==> config.mk <==
export PLATFORM = sky130hd
export DESIGN_NAME = theta_phase_gen
export DESIGN_NICKNAME = d
export VERILOG_FILES = /design/src/rtl/theta_phase_gen.sv
export SDC_FILE = /design/constraint.sdc
export NUM_CORES = 2
export LEC_CHECK = 0
export CORE_MARGIN = 2
export CORE_UTILIZATION = 30
export CTS_CLUSTER_SIZE = 16
export DETAILED_ROUTE_END_ITERATION = 8
export GPL_ROUTABILITY_DRIVEN = 0
export PLACE_DENSITY = 0.48
export SYNTH_ARGS = -nofsm -noshare
export SYNTH_HDL_FRONTEND = slang
export SYNTH_SLANG_ARGS = --single-unit
==> constraint.sdc <==
create_clock -name clk -period 19.96 [get_ports clk]
set_clock_uncertainty 0.2 [all_clocks]
set_input_delay 1.996 -clock clk [delete_from_list [all_inputs] [get_ports clk]]
set_output_delay 1.996 -clock clk [all_outputs]
set_load 0.03 [all_outputs]
==> src/rtl/theta_phase_gen.sv <==
// Per-step angle generator: advances a Q0.32 turn accumulator, scales it by 2*pi
// and emits theta as an IEEE-754 single, pulsing done_sig to start the sine stage.
module theta_phase_gen #(
  parameter logic [31:0] TWO_PI_Q   = 32'hC90FDAA2,
  parameter logic [31:0] INIT_PHASE = 32'h00000000
) (
  input  logic        clk,
  input  logic        rst,
  input  logic        sta,
  input  logic [31:0] freq_word,
  input  logic        load,
  input  logic [31:0] load_phase,
  output logic [31:0] theta,
  output logic        done_sig,
  output logic        wrap,
  output logic        busy,
  output logic        overrun
);

  localparam logic [2:0] IDLE = 3'd0;
  localparam logic [2:0] ACC  = 3'd1;
  localparam logic [2:0] MUL  = 3'd2;
  localparam logic [2:0] NORM = 3'd3;
  localparam logic [2:0] PACK = 3'd4;

  logic [2:0]  state_q;
  logic [31:0] phase_q;
  logic        wrap_pend_q;
  logic [31:0] prod_hi_q;
  logic [31:0] t32_q;
  logic [4:0]  p_q;
  logic        zero_q;
  logic [31:0] packed_q;
  logic [31:0] theta_q;
  logic        done_q;
  logic        wrap_q;
  logic        busy_q;
  logic        overrun_q;

  logic [31:0] base_d;
  logic [32:0] sum_d;
  logic [63:0] prod_d;
  logic [4:0]  lead_p_d;
  logic        lead_zero_d;
  logic [7:0]  exp_d;
  logic [22:0] mant_d;
  logic [31:0] packed_d;

  // A load in the accepting cycle replaces the accumulator before the increment.
  assign base_d = load ? load_phase : phase_q;
  assign sum_d  = {1'b0, base_d} + {1'b0, freq_word};

  // Only the upper half of the product carries the Q3.29 angle; the low half is dropped.
  assign prod_d = 64'(phase_q) * 64'(TWO_PI_Q);

  always_comb begin
    lead_p_d    = 5'd0;
    lead_zero_d = 1'b1;
    for (int i = 0; i < 32; i++) begin
      if (prod_hi_q[i]) begin
        lead_p_d    = 5'(i);
        lead_zero_d = 1'b0;
      end
    end
  end

  // Left-justify so the leading one sits at bit 31; the 23 bits below it are the mantissa.
  assign exp_d    = 8'd98 + {3'b000, p_q};
  assign mant_d   = 23'((t32_q << (5'd31 - p_q)) >> 8);
  assign packed_d = zero_q ? 32'h00000000 : {1'b0, exp_d, mant_d};

  always_ff @(posedge clk or negedge rst) begin
    if (!rst) begin
      state_q     <= IDLE;
      phase_q     <= INIT_PHASE;
      wrap_pend_q <= 1'b0;
      prod_hi_q   <= 32'h0;
      t32_q       <= 32'h0;
      p_q         <= 5'd0;
      zero_q      <= 1'b0;
      packed_q    <= 32'h0;
      theta_q     <= 32'h0;
      done_q      <= 1'b0;
      wrap_q      <= 1'b0;
      busy_q      <= 1'b0;
      overrun_q   <= 1'b0;
    end else begin
      done_q <= 1'b0;
      wrap_q <= 1'b0;
      if (sta && (state_q != IDLE)) overrun_q <= 1'b1;
      case (state_q)
        IDLE: begin
          if (load) overrun_q <= 1'b0;
          if (sta) begin
            phase_q     <= sum_d[31:0];
            wrap_pend_q <= sum_d[32];
            busy_q      <= 1'b1;
            state_q     <= ACC;
          end else if (load) begin
            phase_q <= load_phase;
          end
        end
        ACC: begin
          prod_hi_q <= prod_d[63:32];
          state_q   <= MUL;
        end
        MUL: begin
          t32_q   <= prod_hi_q;
          p_q     <= lead_p_d;
          zero_q  <= lead_zero_d;
          state_q <= NORM;
        end
        NORM: begin
          packed_q <= packed_d;
          state_q  <= PACK;
        end
        PACK: begin
          theta_q <= packed_q;
          done_q  <= 1'b1;
          wrap_q  <= wrap_pend_q;
          busy_q  <= 1'b0;
          state_q <= IDLE;
        end
        default: state_q <= IDLE;
      endcase
    end
  end

  assign theta    = theta_q;
  assign done_sig = done_q;
  assign wrap     = wrap_q;
  assign busy     = busy_q;
  assign overrun  = overrun_q;

endmodule

==> impl_metrics.env <==
export IMPL_status="finished clean"
export IMPL_critPathArrivalTime_ns=8.22
export IMPL_synth_distinct_cells=70
export IMPL_ant_nets=0
export IMPL_place_hpwl_um=57910
export IMPL_cts_buffers=17
export IMPL_worstHoldEndpoint="packed_q[29]"
export IMPL_first_global_vias=19000
export IMPL_clk_latency_ns=0.48
export IMPL_synth_top_cell_area_share_pct=27.74
export IMPL_drt_iter0_markers=1035
export IMPL_row_count=106
export IMPL_yosys_top_cells_count="inv_1 (543), ha_1 (407), fa_1 (349)"
export IMPL_setup_tns_ns=0
export IMPL_grt_first_pass_wirelength_um=108600
export IMPL_critPathKind="flop to flop"
export IMPL_vias=17690
export IMPL_routedWlPerCell_um=18.28
export IMPL_ios=104
export IMPL_cts_tree="built"
export IMPL_synth_async_reset_ratio_pct=100.0
export IMPL_yosysSeqAreaShare_pct=16.99
export IMPL_die_height_um=293.8
export IMPL_critical_path_most_common_cell="fa_1"
export IMPL_start_util_pct=30.19
export IMPL_drc_errors=0
export IMPL_startpoint_type="flop"
export IMPL_postCtsSetupBuffers=0
export IMPL_vias_per_cell=4.734
export IMPL_syn_inst=2574
export IMPL_cp_slowest_cell="dfrtp_1"
export IMPL_ctsHoldBuffers=0
export IMPL_cts_htree_levels=4
export IMPL_antenna_found_initial=0
export IMPL_clkTransAtPathRegs_ns=0.08
export IMPL_slew_violations=0
export IMPL_synth_warnings=0
export IMPL_drive_gt1_share_pct=5.685
export IMPL_worstMarginPinSlew_ns=1.041
export IMPL_area_growth_pct=11.20
export IMPL_max_stage_delay_ns=0.82
export IMPL_slew_headroom_pct=30.62
export IMPL_avgSynthCellArea_um2=9.786
export IMPL_min_period_over_period_pct=40.49
export IMPL_grtUsageTotal_pct=16.09
export IMPL_dieWidth_um=293.8
export IMPL_period_minus_slack_ns=8.082
export IMPL_r2r_end="prod_hi_q[22]"
export IMPL_multiInputGateArea_mm2=0.01864
export IMPL_clock_root_buffer="clkbuf_16"
export IMPL_dieArea_mm2=0.08630
export IMPL_rsz0062_at_grt="false"
export IMPL_synthFlopType="dfrtp_1"
export IMPL_fill_cells=8489
export IMPL_regArea_mm2=0.004279
export IMPL_syn_cell_area_mm2=0.02519
export IMPL_portBuffers=102
export IMPL_coreArea_mm2=0.08342
export IMPL_syn_num_nets=3398
export IMPL_crit_chain="inv_1 > fa_1 > xnor2_1 > ha_1 > a21oi_1 > fa_1 > inv_1 > ha_1 > fa_1 > fa_1 > fa_1 > ha_1 > ha_1 > a21o_1 > a21o_1 > a21oi_1 > o21ai_0 > a21o_1 > a31oi_1 > o31ai_1 > a311oi_1 > o221ai_1 > xnor2_1 > o21ai_0"
export IMPL_num_nets_final=3467
export IMPL_endpoint_kind="flop"
export IMPL_r2r_start="phase_q[12]"
export IMPL_holdPathStages=2
export IMPL_min_from="packed_q[29]"
export IMPL_drv_cap=0
export IMPL_ctsLongestPathBuffers=2
export IMPL_synth_edf_count=0
export IMPL_hold_viol=0
export IMPL_worstPathMaxFanout=8
export IMPL_cts_resized=0
export IMPL_ys_ff_latch=171
export IMPL_synth_most_common_cell="inv_1"
export IMPL_grt_start_max_net_pins=68
export IMPL_synth_top_area_cell="fa_1"
export IMPL_fmax_mhz=123.7
export IMPL_finalSetupViolations=0
export IMPL_ff2ff_path_depth=24
export IMPL_rrSetupSlack_ns=11.88
export IMPL_diodes=0
export IMPL_min_delay_path_class="flop to flop"
export IMPL_crit_required_ns=20.10
export IMPL_drt_pass1_iter_count=5
export IMPL_wl_um=68300
export IMPL_cts_sinks=171
export IMPL_synth_area_leaders="fa_1 (28%), ha_1 (20%), dfrtp_1 (17%)"
export IMPL_grt_remaining_overflow=0
state kept, by name (all words and copies together), names as in the netlist:
| signal | flops |
|---|---|
| wrap_pend_q | 1 |
| wrap | 1 |
| overrun | 1 |
| p_q | 5 |
| done_sig | 1 |
| theta | 31 |
| state_q | 3 |
| t32_q | 31 |
| prod_hi_q | 32 |
| zero_q | 1 |
| packed_q | 31 |
| busy | 1 |
| phase_q | 32 |
worst max-delay path, delay by kind of cell (launching register included):
kind	cells	cell delay (ns)
xor gates and xnor gates	2	0.27
buffers and inverters	2	0.49
adders and majority gates	9	3.64
AOI/OAI and AO/OA	11	2.50
DFF	1	0.82
final cells by class:
type | count | area share, %
inverter | 544 | 7.290
clock buffer | 17 | 1.519
multi-input combinational | 1794 | 66.53
clock inverter | 15 | 0.5986
sequential | 171 | 15.28
timing repair buffer | 115 | 3.962
tap | 1080 | 4.824
cells by family after synthesis:
group,synth area share [%]
fa+ha+maj,47.95
buf+inv,9.090
compound gates,11.38
simple gates,6.904
flops,16.99
mux,5.136
xor+xnor,2.538
other cells,0.01489
how the worst max path moves through the flow:
stage,startpoint,end,slack (ns),cells after the start
final,phase_q[12],prod_hi_q[22],11.88,24
after global routing,phase_q[12],prod_hi_q[22],11.54,24
after CTS,phase_q[12],prod_hi_q[22],11.91,24
after detailed placement,phase_q[12],prod_hi_q[22],11.97,24
after global placement,phase_q[12],prod_hi_q[22],12.08,24
after floorplan,phase_q[12],prod_hi_q[31],13.18,21
layer usage:
layer	vias up	GRT usage, %	part of all wire [%]
li1	8598	-	-
met1	8736	24.17	52
met2	313	24.62	43
met3	39	2.266	3.2
met4	0	2.987	1.1
met5	-	0	0
cell usage in the layout (no fill, tap or decap), types with 17 or more instances in the layout:
master           synthesis  routed
inv_1                  543     543
ha_1                   407     407
fa_1                   349     349
nand2_1                193     193
dfrtp_1                171     171
o21ai_0                141     141
clkdlybuf4s50_1          0      99
a21oi_1                 91      91
nor2_1                  83      83
mux2_2                  80      80
a21o_1                  54      54
xnor2_1                 39      39
mux2i_1                 37      37
xor2_1                  34      34
nand3_1                 28      28
o211ai_1                24      24
a31oi_1                 17      17
clkbuf_16                0      17
stage by stage:
stage,hold WS (ns),util (%),cells,setup slack (ns),instance area (um^2)
after floorplan,0.2429,-,2574,13.18,25190
after global placement,0.2658,32.87,3704,12.08,27420
after detailed placement,0.2682,32.87,3704,11.97,27420
after CTS,0.2851,33.58,3736,11.91,28010
after global routing,0.3098,33.58,3736,11.54,28010
final,0.2794,33.58,3736,11.88,28010
Power is not shown: default switching activity piles up to over one toggle a cycle in this logic, so the estimate is an artifact.
